## src/rtl/floo_sim_ctrl.sv

```systemverilog
// -----------------------------------------------------------------------------
// floo_sim_ctrl
//
// Simulation run controller. It generates a multi-pulse active-low reset for
// the device under test, then periodically polls a set of exit-status channels
// until every channel has reported completion. An optional watchdog ends the
// run if it takes too long. The final status is presented as done/fail/timeout
// flags and an exit code.
//
// Ports
//   clk_i        in   1              clock, rising edge
//   rst_ni       in   1              asynchronous active-low reset
//   sys_rst_no   out  1              generated active-low reset for the DUT
//   poll_req_o   out  1              poll request valid
//   poll_ch_o    out  ChW            channel being polled
//   poll_ack_i   in   1              poll response valid (used only while polling)
//   poll_data_i  in   DataWidth      0 = running, else finished; [DW-1:1] = code
//   done_o       out  1              run finished (sticky until rst_ni)
//   fail_o       out  1              run finished with timeout or nonzero code
//   timeout_o    out  1              watchdog expired (sticky until rst_ni)
//   exit_code_o  out  DataWidth-1    code of lowest-index channel with nonzero code
//
// States
//   state  | meaning
//   RST_LO | sys_rst_no low, counting ResetCycles
//   RST_HI | sys_rst_no high, counting ResetCycles; loops or proceeds to WAIT
//   WAIT   | idle for PollInterval cycles between polls
//   POLL   | poll_req_o high, holding channel until poll_ack_i
//   DONE   | all channels finished or watchdog expired; left only by rst_ni
// -----------------------------------------------------------------------------
module floo_sim_ctrl #(
  parameter int unsigned NumChannels   = 1,
  parameter int unsigned DataWidth     = 32,
  parameter int unsigned ResetPulses   = 2,
  parameter int unsigned ResetCycles   = 10,
  parameter int unsigned PollInterval  = 200,
  parameter int unsigned TimeoutCycles = 0
) (
  input  logic                                               clk_i,
  input  logic                                               rst_ni,
  output logic                                               sys_rst_no,
  output logic                                               poll_req_o,
  output logic [((NumChannels > 1) ? $clog2(NumChannels) : 1)-1:0] poll_ch_o,
  input  logic                                               poll_ack_i,
  input  logic [DataWidth-1:0]                               poll_data_i,
  output logic                                               done_o,
  output logic                                               fail_o,
  output logic                                               timeout_o,
  output logic [DataWidth-2:0]                               exit_code_o
);

  localparam int unsigned ChW     = (NumChannels > 1) ? $clog2(NumChannels) : 1;
  localparam int unsigned CntMax  = (ResetCycles > PollInterval) ? ResetCycles : PollInterval;
  localparam int unsigned CntW    = (CntMax > 1) ? $clog2(CntMax) : 1;
  localparam int unsigned PulseW  = $clog2(ResetPulses + 1);
  localparam int unsigned WdW     = (TimeoutCycles > 1) ? $clog2(TimeoutCycles) : 1;
  localparam int unsigned CodeW   = DataWidth - 1;

  typedef enum logic [2:0] {
    RST_LO,
    RST_HI,
    WAIT,
    POLL,
    DONE
  } state_e;

  state_e                 r_state, w_state_nxt;
  logic [CntW-1:0]        r_cnt, w_cnt_nxt;
  logic [PulseW-1:0]      r_pulse, w_pulse_nxt;
  logic [WdW-1:0]         r_wdog, w_wdog_nxt;
  logic                   r_timeout, w_timeout_nxt;
  logic [ChW-1:0]         r_ch, w_ch_nxt;
  logic [NumChannels-1:0] r_fin, w_fin_nxt;
  logic [CodeW-1:0]       r_code     [NumChannels];
  logic [CodeW-1:0]       w_code_nxt [NumChannels];

  logic                   w_hs;
  logic                   w_data_nz;
  logic                   w_expire;
  logic                   w_all_fin;
  logic [NumChannels-1:0] w_fin_upd;
  logic [ChW-1:0]         w_ch_rr;
  logic [CodeW-1:0]       w_exit;
  logic                   w_any_code;
  logic                   w_run;

  // ---------------------------------------------------------------------------
  // Handshake bookkeeping: finished-flag update and round-robin pointer
  // ---------------------------------------------------------------------------
  assign w_hs      = (r_state == POLL) && poll_ack_i;
  assign w_data_nz = |poll_data_i;
  assign w_run     = (r_state == WAIT) || (r_state == POLL);

  always_comb begin
    w_fin_upd = r_fin;
    for (int j = 0; j < int'(NumChannels); j++) begin
      if (w_hs && w_data_nz && (ChW'(j) == r_ch)) begin
        w_fin_upd[j] = 1'b1;
      end
    end
  end

  assign w_all_fin = &w_fin_upd;

  // Next unfinished channel after the current one. Distance is measured
  // forward with wrap, so the current channel itself has the largest distance
  // and is chosen only when it is the sole unfinished channel.
  always_comb begin : rr_pick
    int w_dist;
    int w_best;
    w_ch_rr = r_ch;
    w_best  = int'(NumChannels) + 1;
    w_dist  = 0;
    for (int j = 0; j < int'(NumChannels); j++) begin
      if (!w_fin_upd[j]) begin
        w_dist = j - int'(r_ch);
        if (w_dist <= 0) begin
          w_dist = w_dist + int'(NumChannels);
        end
        if (w_dist < w_best) begin
          w_best  = w_dist;
          w_ch_rr = ChW'(j);
        end
      end
    end
  end

  // Watchdog expires on the TimeoutCycles-th counted WAIT/POLL cycle.
  always_comb begin
    w_expire = 1'b0;
    if (TimeoutCycles != 0) begin
      w_expire = w_run && (r_wdog == WdW'(TimeoutCycles - 1));
    end
  end

  // ---------------------------------------------------------------------------
  // Next-state logic
  // ---------------------------------------------------------------------------
  always_comb begin
    w_state_nxt   = r_state;
    w_cnt_nxt     = r_cnt;
    w_pulse_nxt   = r_pulse;
    w_wdog_nxt    = r_wdog;
    w_timeout_nxt = r_timeout;
    w_ch_nxt      = r_ch;
    w_fin_nxt     = r_fin;
    w_code_nxt    = r_code;

    case (r_state)
      RST_LO: begin
        if (r_cnt == CntW'(ResetCycles - 1)) begin
          w_cnt_nxt   = '0;
          w_pulse_nxt = r_pulse + PulseW'(1);
          w_state_nxt = RST_HI;
        end else begin
          w_cnt_nxt = r_cnt + CntW'(1);
        end
      end

      RST_HI: begin
        if (r_cnt == CntW'(ResetCycles - 1)) begin
          w_cnt_nxt = '0;
          if (r_pulse == PulseW'(ResetPulses)) begin
            w_state_nxt = WAIT;
          end else begin
            w_state_nxt = RST_LO;
          end
        end else begin
          w_cnt_nxt = r_cnt + CntW'(1);
        end
      end

      WAIT: begin
        if (r_cnt == CntW'(PollInterval - 1)) begin
          w_cnt_nxt   = '0;
          w_state_nxt = POLL;
        end else begin
          w_cnt_nxt = r_cnt + CntW'(1);
        end
      end

      POLL: begin
        if (w_hs) begin
          w_fin_nxt = w_fin_upd;
          for (int j = 0; j < int'(NumChannels); j++) begin
            if (w_data_nz && (ChW'(j) == r_ch)) begin
              w_code_nxt[j] = poll_data_i[DataWidth-1:1];
            end
          end
          w_ch_nxt    = w_ch_rr;
          w_cnt_nxt   = '0;
          w_state_nxt = w_all_fin ? DONE : WAIT;
        end
      end

      DONE: begin
        w_state_nxt = DONE;
      end

      default: begin
        w_state_nxt = RST_LO;
      end
    endcase

    // Watchdog overrides the handshake outcome but keeps its recorded data.
    if ((TimeoutCycles != 0) && w_run) begin
      if (w_expire) begin
        w_state_nxt   = DONE;
        w_timeout_nxt = 1'b1;
      end else begin
        w_wdog_nxt = r_wdog + WdW'(1);
      end
    end
  end

  // ---------------------------------------------------------------------------
  // State registers
  // ---------------------------------------------------------------------------
  always_ff @(posedge clk_i or negedge rst_ni) begin
    if (!rst_ni) begin
      r_state   <= RST_LO;
      r_cnt     <= '0;
      r_pulse   <= '0;
      r_wdog    <= '0;
      r_timeout <= 1'b0;
      r_ch      <= '0;
      r_fin     <= '0;
      for (int j = 0; j < int'(NumChannels); j++) begin
        r_code[j] <= '0;
      end
    end else begin
      r_state   <= w_state_nxt;
      r_cnt     <= w_cnt_nxt;
      r_pulse   <= w_pulse_nxt;
      r_wdog    <= w_wdog_nxt;
      r_timeout <= w_timeout_nxt;
      r_ch      <= w_ch_nxt;
      r_fin     <= w_fin_nxt;
      for (int j = 0; j < int'(NumChannels); j++) begin
        r_code[j] <= w_code_nxt[j];
      end
    end
  end

  // ---------------------------------------------------------------------------
  // Status outputs
  // ---------------------------------------------------------------------------
  // Codes of unfinished channels stay zero, so scanning codes alone finds the
  // lowest-index finished channel with a nonzero code.
  always_comb begin
    w_exit     = '0;
    w_any_code = 1'b0;
    for (int j = int'(NumChannels) - 1; j >= 0; j--) begin
      if (r_code[j] != '0) begin
        w_exit     = r_code[j];
        w_any_code = 1'b1;
      end
    end
  end

  assign sys_rst_no  = (r_state != RST_LO);
  assign poll_req_o  = (r_state == POLL);
  assign poll_ch_o   = r_ch;
  assign done_o      = (r_state == DONE);
  assign timeout_o   = r_timeout;
  assign exit_code_o = done_o ? w_exit : '0;
  assign fail_o      = done_o && (r_timeout || w_any_code);

endmodule
```

## config.mk

```make
export PLATFORM = sky130hd
export DESIGN_NAME = floo_sim_ctrl
export DESIGN_NICKNAME = d
export VERILOG_FILES = /design/src/rtl/floo_sim_ctrl.sv
export SDC_FILE = /design/constraint.sdc
export NUM_CORES = 1
export LEC_CHECK = 0
export CORE_ASPECT_RATIO = 1.1
export CORE_MARGIN = 4
export CORE_UTILIZATION = 50
export DETAILED_ROUTE_END_ITERATION = 10
export PLACE_DENSITY = 0.85
export SLEW_MARGIN = 10
export SYNTH_ARGS = -nofsm -noshare
export SYNTH_HDL_FRONTEND = slang
export SYNTH_SLANG_ARGS = --single-unit
```

## constraint.sdc

```tcl
create_clock -name clk_i -period 2.8 [get_ports clk_i]
set_input_delay 0.56 -clock clk_i [delete_from_list [all_inputs] [get_ports clk_i]]
set_output_delay 0.56 -clock clk_i [all_outputs]
set_load 0.02 [all_outputs]
```

# Word-level counts from Yosys, hierarchy flattened
# Cells that the tools add are included.
dict set report op_classes {
  n_addsub 2
  multipliers 0
  n_div 0
  n_lt_le_gt_ge 0
  eq_ne 11
  shift 0
  muxes 15
  bitwise 0
  reduce_logical 14
}
# operator n
set op_table {}
lappend op_table {{$mux W31} 2}
lappend op_table {{$reduce_or A32 Y1} 1}
lappend op_table {{$reduce_bool A31 Y1} 1}
lappend op_table {{$mux W8} 3}
lappend op_table {{$pmux W8 S3} 1}
lappend op_table {{$mux W3} 5}
lappend op_table {{$pmux W3 S5} 1}
lappend op_table {{$add A8 B1 Y8 const B} 1}
lappend op_table {{$eq A8 B4 Y1 const B} 1}
lappend op_table {{$eq A8 B8 Y1 const B} 1}
lappend op_table {{$eq A3 B2 Y1 const B} 2}
lappend op_table {{$reduce_and A2 Y1} 3}
lappend op_table {{$reduce_bool A3 Y1} 2}
lappend op_table {{$ne A2 B1 Y1 const B} 2}
lappend op_table {{$ne A2 B2 Y1 const B} 2}
lappend op_table {{$reduce_and A4 Y1} 1}
lappend op_table {{$eq A3 B1 Y1 const B} 1}
lappend op_table {{$eq A3 B3 Y1 const B} 1}
lappend op_table {{$logic_and A1 B1 Y1} 3}
lappend op_table {{$logic_not A3 Y1} 1}
lappend op_table {{$reduce_and A3 Y1} 1}
lappend op_table {{$add A2 B1 Y2 const B} 1}
lappend op_table {{$eq A2 B2 Y1 const B} 1}
lappend op_table {{$mux W1} 2}
lappend op_table {{2 further kinds} 2}
dict set report word_totals {
  ff_bits 45
  latchBits 0
  ramBits 0
  mem_bits_ro 0
  in_bits 35
  out_inout_bits 37
  wordCells 47
  mem_count 0
}

# Logic depth before layout (Yosys ltp)
# Gate-level depths: netlist of run 1.
dict set report logic_depth {
  word_depth 7
  depth_mapped 6
  depth_no_buf 5
}

# Least setup slack after synthesis of run 1
# OpenSTA, ideal clock, no wires.
dict set report synth_path {
  path_kind {flip-flop to output port}
  start {reg r_state[0]}
  end {out exit_code_o[21]}
  t_arrival_ns 1.851
  required_ns 2.240
  path_slack_ns 0.389
  path_stages_with_launch 6
  n_path_buf 2
  path_cell_list {dfrtp_1 -> buf_6 -> nor3b_1 -> o21a_1 -> buf_2 -> and2_1}
}
dict set report synth_via {
  elab_chain_cells 2
}
# element line
set synth_rtl {}
lappend synth_rtl {{start: declaration} 67} ;# state_e r_state, w_state_nxt;
lappend synth_rtl {{start signal: assignment} 232} ;# r_state <= w_state_nxt;
lappend synth_rtl {{$eq A3 B3 Y1} 264} ;# assign done_o = (r_state == DONE);
lappend synth_rtl {{net done_o} 46} ;# output logic done_o,
lappend synth_rtl {{$mux W31} 266} ;# assign exit_code_o = done_o ? w_exit : '0;
lappend synth_rtl {{end: declaration} 49} ;# output logic [DataWidth-2:0] exit_code_o
# The timed path passes the listed nets, and every way through them passes these cells.

# Worst setup path after layout of run 1
dict set report layout_path {
  start {reg r_code[14] (netlist bit)}
  end {out exit_code_o[19]}
}
dict set report layout_via {
  elab_chain_cells 3
}
# element line
set layout_rtl {}
lappend layout_rtl {{start: declaration} 74} ;# logic [CodeW-1:0] r_code [NumChannels];
lappend layout_rtl {{start signal: indexed assignment} 240} ;# r_code[j] <= w_code_nxt[j];
lappend layout_rtl {{$reduce_bool A31 Y1} 254} ;# if (r_code[j] != '0) begin
lappend layout_rtl {{$mux W31} 254}
lappend layout_rtl {{$mux W31} 266}
# No other way between the ends.

==> impl_results.md, run 1 <==
* Main combinational cell family by area after synthesis: simple AND/OR/NAND/NOR gates
* # setup viols final at 0
* Vias at 1,828
* Max-cap violations at 0
* VDD IR max at 403.9 µV
* Initial Util at 52.91%
* Setup bufs post-CTS at 0
* Vias per cell at 5.473
* Worst Skew at 0.003649 ns
* Share of the synthesized area in the top cell type at 48.26%
* Drt drc at 0
* Sequential cell area fraction in the yosys report at 48.26%
* Area Growth Syn to Fin at 35.55%
* Reg2reg setup slack at 1.03 ns
* Synth async-reset ratio at 100.0%
* CP Capture Type: primary output
* Simple-Gate Fraction of Synth Area at 22.36%
* Die Wd at 73.14 µm
* Vias in the first global route at 1,939
* Max FO, Critical Path at 28
* Layout Utilization at 71.72%
* DR pass1 iterations at 4
* Cts hold-fix bufs at 0
* EDFF count, synth at 0
* Number of synthesized register bits at 45
* Startpoint Class: register
* Worst EP arrival at 2.12 ns
* Mean Syn Cell Area at 11.22 µm²
* Fraction of layout cells with a size suffix above 1 at 16.79%
* Multiplexer area fraction after synthesis at 15.39%
* Post-route clock period utilization at 95.60%
* Slew @ Worst Pin at 0.9728 ns
* CORE AREA at 4410 µm²
* GRT Overall Usage at 21.35%
* Compound-Gate Fraction of Synth Area at 5.362%
* Placer Congestion at 0.7921
* Commonest non-fill, non-tap cell in the layout: dfrtp_1
* Synth Cell Area at 2333 µm²
* Largest net degree at the start of global routing at 46
* Fill count at 324
* Top post-synthesis cells by area: dfrtp_1 (48%), mux2_2 (14%), and2_1 (8.3%), nor4_1 (4.6%), xnor2_1 (2.3%)
* Io pins at 72
* Sink Count at 45
* Final Max Tran Viols at 0
* Clock Tree Root: clkbuf_8
* Routed WL per cell at 17.25 µm
* Top FF cell, synth: dfrtp_1
* RSZ-0062 raised after global routing: false
* Critical path class: register to primary output
* CTS tree: built
* Relative slew slack at 35.15%
* Final Hold Fails at 0
* Ant diodes at 0
* Port buffer count at 69
* Clock latency on the worst-skew pair at 0.29 ns
* Commonest non-fill, non-tap cells in the layout: dfrtp_1 (45), clkdlybuf4s50_1 (36), and2_1 (31), mux2_2 (28), dlygate4sd2_1 (27)
* Largest area contributor in the netlist: dfrtp_1
* Critical Path RT at 2.24 ns
* XOR/XNOR Fraction of Synth Area at 2.252%
* Initial antenna violation count at 0
* First-pass GRT wire length at 9466 µm
* Global route overflow at 0
* Hold Path Class: input pin to asynchronous set/reset pin
* Total CTS buffers at 5
* # rows at 25
* Final nets at 318
* Final WL at 5760 µm
* Syn Inst Count at 208
* Antenna-violating nets left at 0
* Clock Pin Slew Worst Setup and Hold Paths at 0.08 ns
* Max clock buf depth at 2
* Die Span Y at 79.65 µm
* Die ar. at 5825 µm²
* Max H-tree Level at 2
* Maximum clock rate at 0.3736 GHz
* Netlist cell types at 37
* Ys Warns at 0
* Synth Area in Adders at 1.609%
* Final HPWL DP at 4318 µm
* DR iter-0 viols at 103
* Status: completed
* Cell Pwr Density at 699.3 nW/µm²
* Post-layout min period at 2.677 ns
* Setup tns final at 0 ns
* Leak Pwr at 1.584 nW
==> sequential cells by signal, summed over array words and instances, names as in the netlist <==
register,flops
r_state,3
r_code,31
r_pulse,2
r_fin,1
r_cnt,8
==> routing by layer <==
layer	vias to the layer above	routed length (µm)	global-route usage, %
li1	882	-	-
met1	881	2468	27.88
met2	58	2870	34.08
met3	7	353	5.793
met4	0	68	6.827
met5	-	0	0
==> synthesized netlist by cell type, drive strengths merged (2+ instances only) <==
| library cell | number |
|---|---|
| buf | 9 |
| and2 | 31 |
| nor3 | 5 |
| nand2b | 2 |
| a21oi | 5 |
| nor2 | 9 |
| ha | 3 |
| inv | 5 |
| nor4 | 17 |
| a211oi | 2 |
| mux2 | 31 |
| dfrtp | 45 |
| xnor2 | 6 |
| o21bai | 2 |
| or2 | 2 |
| nand4 | 7 |
| o211ai | 2 |
| clkbuf | 3 |
| a211o | 2 |
| nand2 | 3 |
| nand3 | 4 |
| nor4b | 3 |
==> logic make-up (layout without fill, tap and decap cells) <==
kind of cell / Yosys count / in the layout
muxes: 32 / 32
and+or+nand+nor: 88 / 88
buffers and inverters: 17 / 88
DFF: 45 / 45
xor gates and xnor gates: 6 / 6
adders and majority gates: 3 / 3
AOI/OAI and AO/OA: 16 / 16
other: 1 / 2
==> stage by stage <==
step	setup slack (ns)	total power [mW]	instance area [µm²]	hold slack [ns]	instances
6_report	0.1232	2.212	3163	0.4232	334
5_1_grt	0.02798	2.364	3163	0.5121	334
4_1_cts	0.03119	2.221	3151	0.4471	334
3_3_place_gp	0.1818	1.750	3079	0.4539	327
3_5_place_dp	0.1433	1.796	3079	0.4538	327
2_1_floorplan	0.3888	1.540	2337	0.2644	209
==> worst paths after layout <==
path / cells after the start / startpoint / to
setup / recovery: 6 / r_code[14]$_DFFE_PN0P_ / exit_code_o[19]
hold / removal: 1 / rst_ni / r_code[23]$_DFFE_PN0P_
setup reg to reg: 6 / r_state[2]$_DFFE_PN0P_ / r_code[6]$_DFFE_PN0P_
hold reg to reg: 1 / r_fin$_DFFE_PN0P_ / r_fin$_DFFE_PN0P_
max in group asynchronous: 1 / rst_ni / r_code[2]$_DFFE_PN0P_
min in group clk_i: 1 / r_fin$_DFFE_PN0P_ / r_fin$_DFFE_PN0P_
==> worst max-delay path, cell delays in order, from the launching register on <==
cell,delay [ns]
dfrtp_1,0.43
nor4_2,0.33
nand4_1,0.14
o21a_1,0.25
buf_12,0.18
and2_1,0.16
dlygate4sd2_1,0.32
==> timing repair <==
action / in CTS / in global routing
cloned: 0 / 0
setup endpoints to repair: 32 / 5
gates resized for setup: 30 / 5
==> where the power goes <==
part	switching, mW	internal, mW
registers	0.261	0.918
clock network	0.205	0.196
logic	0.262	0.370
total	0.728	1.48
==> layout make-up <==
type | instances | area, µm² | area share (%)
Sequential cell | 45 | 1126 | 35.60
Tap cell | 54 | 67.56 | 2.136
Inverter | 5 | 18.77 | 0.5934
Clock buffer | 7 | 86.33 | 2.729
Multi-Input combinational cell | 147 | 1122 | 35.48
Timing Repair Buffer | 76 | 742.0 | 23.46
Power figures use the tool's default switching activity.
==> run 2: changes to the inputs <==
--- a/config.mk
+++ b/config.mk
@@ -6,10 +6,11 @@
 export NUM_CORES = 1
 export LEC_CHECK = 0
 export CORE_ASPECT_RATIO = 1.1
-export CORE_MARGIN = 4
-export CORE_UTILIZATION = 50
+export CORE_MARGIN = 3
+export CORE_UTILIZATION = 40
 export DETAILED_ROUTE_END_ITERATION = 10
-export PLACE_DENSITY = 0.85
+export GPL_TIMING_DRIVEN = 0
+export PLACE_DENSITY = 0.7
 export SLEW_MARGIN = 10
 export SYNTH_ARGS = -nofsm -noshare
 export SYNTH_HDL_FRONTEND = slang
==> run 2 against run 1 <==
Net effect: routed wire length down 2.4%; non-clock buffer count up 7; total power up 2.5%; sequential power about the same; critical path type unchanged; critical path depth unchanged; first-iteration DRC count down 51%; clock power up 7.7%; largest cell class is now multi-input gates; largest power group unchanged; sequential cell count unchanged.
==> impl_results.md, run 2 (synthesis results as in run 1) <==
* Largest net degree at the start of global routing at 29 (-37%)
* Max FO, Critical Path at 10 (-64%)
* Initial Util at 42.42% (-10 points)
* Max reg flops at 31 (unchanged)
* CP top delay family: simple AND/OR/NAND/NOR gates
* GRT Overall Usage at 17.16% (-4.2 points)
* CORE AREA at 5500 µm² (+25%)
* Die Wd at 78.83 µm (+7.8%)
* Layout Utilization at 59.37% (-12 points)
* Final WL at 5624 µm (-2.4%)
* VDD IR max at 313.9 µV (-22%)
* Final Max Tran Viols at 0 (unchanged)
* Multi-input logic area at 1155 µm² (+2.9%)
* Non-filler cells, final at 363 (+8.7%)
* # rows at 28 (+12%)
* Post-route clock period utilization at 95.58% (about the same)
* GRT busiest layer: met2
* Fraction of layout cells with a size suffix above 1 at 20.49% (+3.7 points)
* # setup viols final at 0 (unchanged)
* Vias at 1,864 (+2.0%)
* Leak Pwr at 1.604 nW (+1.3%)
* DR iter-0 viols at 50 (-51%)
* Vias per cell at 5.135 (-6.2%)
* Setup WS post-layout at 0.1239 ns (+0.0007130 ns)
* Clock Pin Slew Worst Setup and Hold Paths at 0.09 ns (about the same)
* Area Growth Syn to Fin at 39.95%
* Sink Count at 45 (unchanged)
* Drt drc at 0 (unchanged)
* Max-cap violations at 0 (unchanged)
* Worst path bufs/invs at 2 (unchanged)
* Sequential cell area at 1126 µm² (unchanged)
* Clock latency on the worst-skew pair at 0.30 ns (about the same)
* Final nets at 325 (+2.2%)
* Global route overflow at 0 (unchanged)
* Max H-tree Level at 2 (unchanged)
* Initial antenna violation count at 0 (unchanged)
* Startpoint Class: register
* Commonest non-fill, non-tap cell in the layout: dfrtp_1
* Hold Path Class: input pin to asynchronous set/reset pin
* Critical-path top delay cell: dfrtp_1
* Routed WL per cell at 15.49 µm (-10%)
* Biggest regs: r_code (31), r_cnt (8), r_state (3)
* Fin area at 3266 µm² (+3.2%)
* Die Span Y at 86.11 µm (+8.1%)
* M3 GR Usage at 6.303% (+0.51 points)
* Pre-CTS WS at -0.01260 ns (-0.1559 ns)
* Port buffer count at 69 (unchanged)
* Max clock buf depth at 2 (unchanged)
* Worst EP arrival at 2.12 ns (about the same)
* CTS tree: built
* Crit path cell chain: nor4_2 > nand4_1 > o21a_1 > buf_2 > and2_1 > dlygate4sd2_1
* First-pass GRT wire length at 9114 µm (-3.7%)
* Most flops, register: r_code
* Cell Pwr Density at 694.5 nW/µm² (-0.68%)
* Maximum clock rate at 0.3737 GHz (about the same)
* Ant diodes at 0 (unchanged)
* Final Hold Fails at 0 (unchanged)
* Die ar. at 6787 µm² (+17%)
* Met2 Use GR at 27.26% (-6.8 points)
* Worst Skew at 0.008971 ns (+0.005322 ns)
* Antenna-violating nets left at 0 (unchanged)
* Clock Tree Root: clkbuf_8
* CP Capture Type: primary output
* Total chip power at 2.268 mW (+2.5%)
* Io pins at 72 (unchanged)
* Total CTS buffers at 5 (unchanged)
* Fill count at 505 (+56%)
* Met1 usage at 21.42% (-6.5 points)
* Hold slack at 0.1932 ns (-0.2301 ns)
* Placer Congestion at 0.8263 (+4.3%)
* Post-layout min period at 2.676 ns (-0.0007130 ns)
* Commonest non-fill, non-tap cells in the layout: dfrtp_1 (45), clkdlybuf4s50_1 (36), and2_1 (31), dlygate4sd2_1 (29), mux2_2 (28)
* Slowest stage delay, CP at 0.42 ns (about the same)
* Placed inst area at 3137 µm² (+1.9%)
* DP Cell Count at 354 (+8.3%)
* Vias in the first global route at 1,907 (-1.7%)
* Critical Path RT at 2.24 ns (about the same)
* Cts hold-fix bufs at 0 (unchanged)
* DR pass1 iterations at 4 (unchanged)
* Status: completed
* Setup tns final at 0 ns (unchanged)
* Critical path class: register to primary output
* Final HPWL DP at 4187 µm (-3.1%)
==> run 2: area by class of cell <==
type,instances,area share (%)
multi-input combinational,147,35.36
sequential,45,34.48
timing repair buffer,71,20.96
tap,75,2.874
buffer,12,2.797
clock buffer,6,2.529
inverter,5,0.5747
clock inverter,2,0.4215
==> run 2: worst paths after layout <==
path | end | startpoint | depth (start not counted) | slack [ns]
worst min register to register | r_fin$_DFFE_PN0P_ | r_fin$_DFFE_PN0P_ | 1 | 0.48
worst max register to register | r_cnt[6]$_DFFE_PN0P_ | r_cnt[2]$_DFFE_PN0P_ | 4 | 1.11
max in group asynchronous | r_code[24]$_DFFE_PN0P_ | rst_ni | 2 | 2.10
worst min-delay path | r_code[20]$_DFFE_PN0P_ | rst_ni | 1 | 0.19
min in group clk_i | r_fin$_DFFE_PN0P_ | r_fin$_DFFE_PN0P_ | 1 | 0.48
worst max-delay path | exit_code_o[10] | r_code[14]$_DFFE_PN0P_ | 6 | 0.12
==> run 2: worst reg2reg max path: stages, from the launching register on <==
cell      delay, ns
dfrtp_1        0.44
nor3_1         0.21
nand4_1        0.35
a211oi_2       0.48
nor2_1         0.10
==> run 2: timing repair <==
item,in CTS,in global routing
setup buffers,0,1
endpoints found under the setup margin,30,32
gates cloned,0,0
gates resized for setup,35,9
endpoints found under the hold margin,0,0
pin swaps,0,2
==> run 2: per-layer routing <==
metal | share of wire, % | wire, µm | up-vias
met5 | 0 | 0 | -
met4 | 1.7 | 98 | 0
met3 | 7.1 | 397 | 10
met2 | 46 | 2595 | 57
met1 | 45 | 2532 | 896
li1 | - | - | 901
==> run 2: where the power goes <==
group | switching, mW | internal, mW | leakage (nW)
Sequential | 0.260 | 0.918 | 0.568
Clock | 0.231 | 0.200 | 0.0512
Combinational | 0.262 | 0.397 | 0.985
Total | 0.753 | 1.51 | 1.60
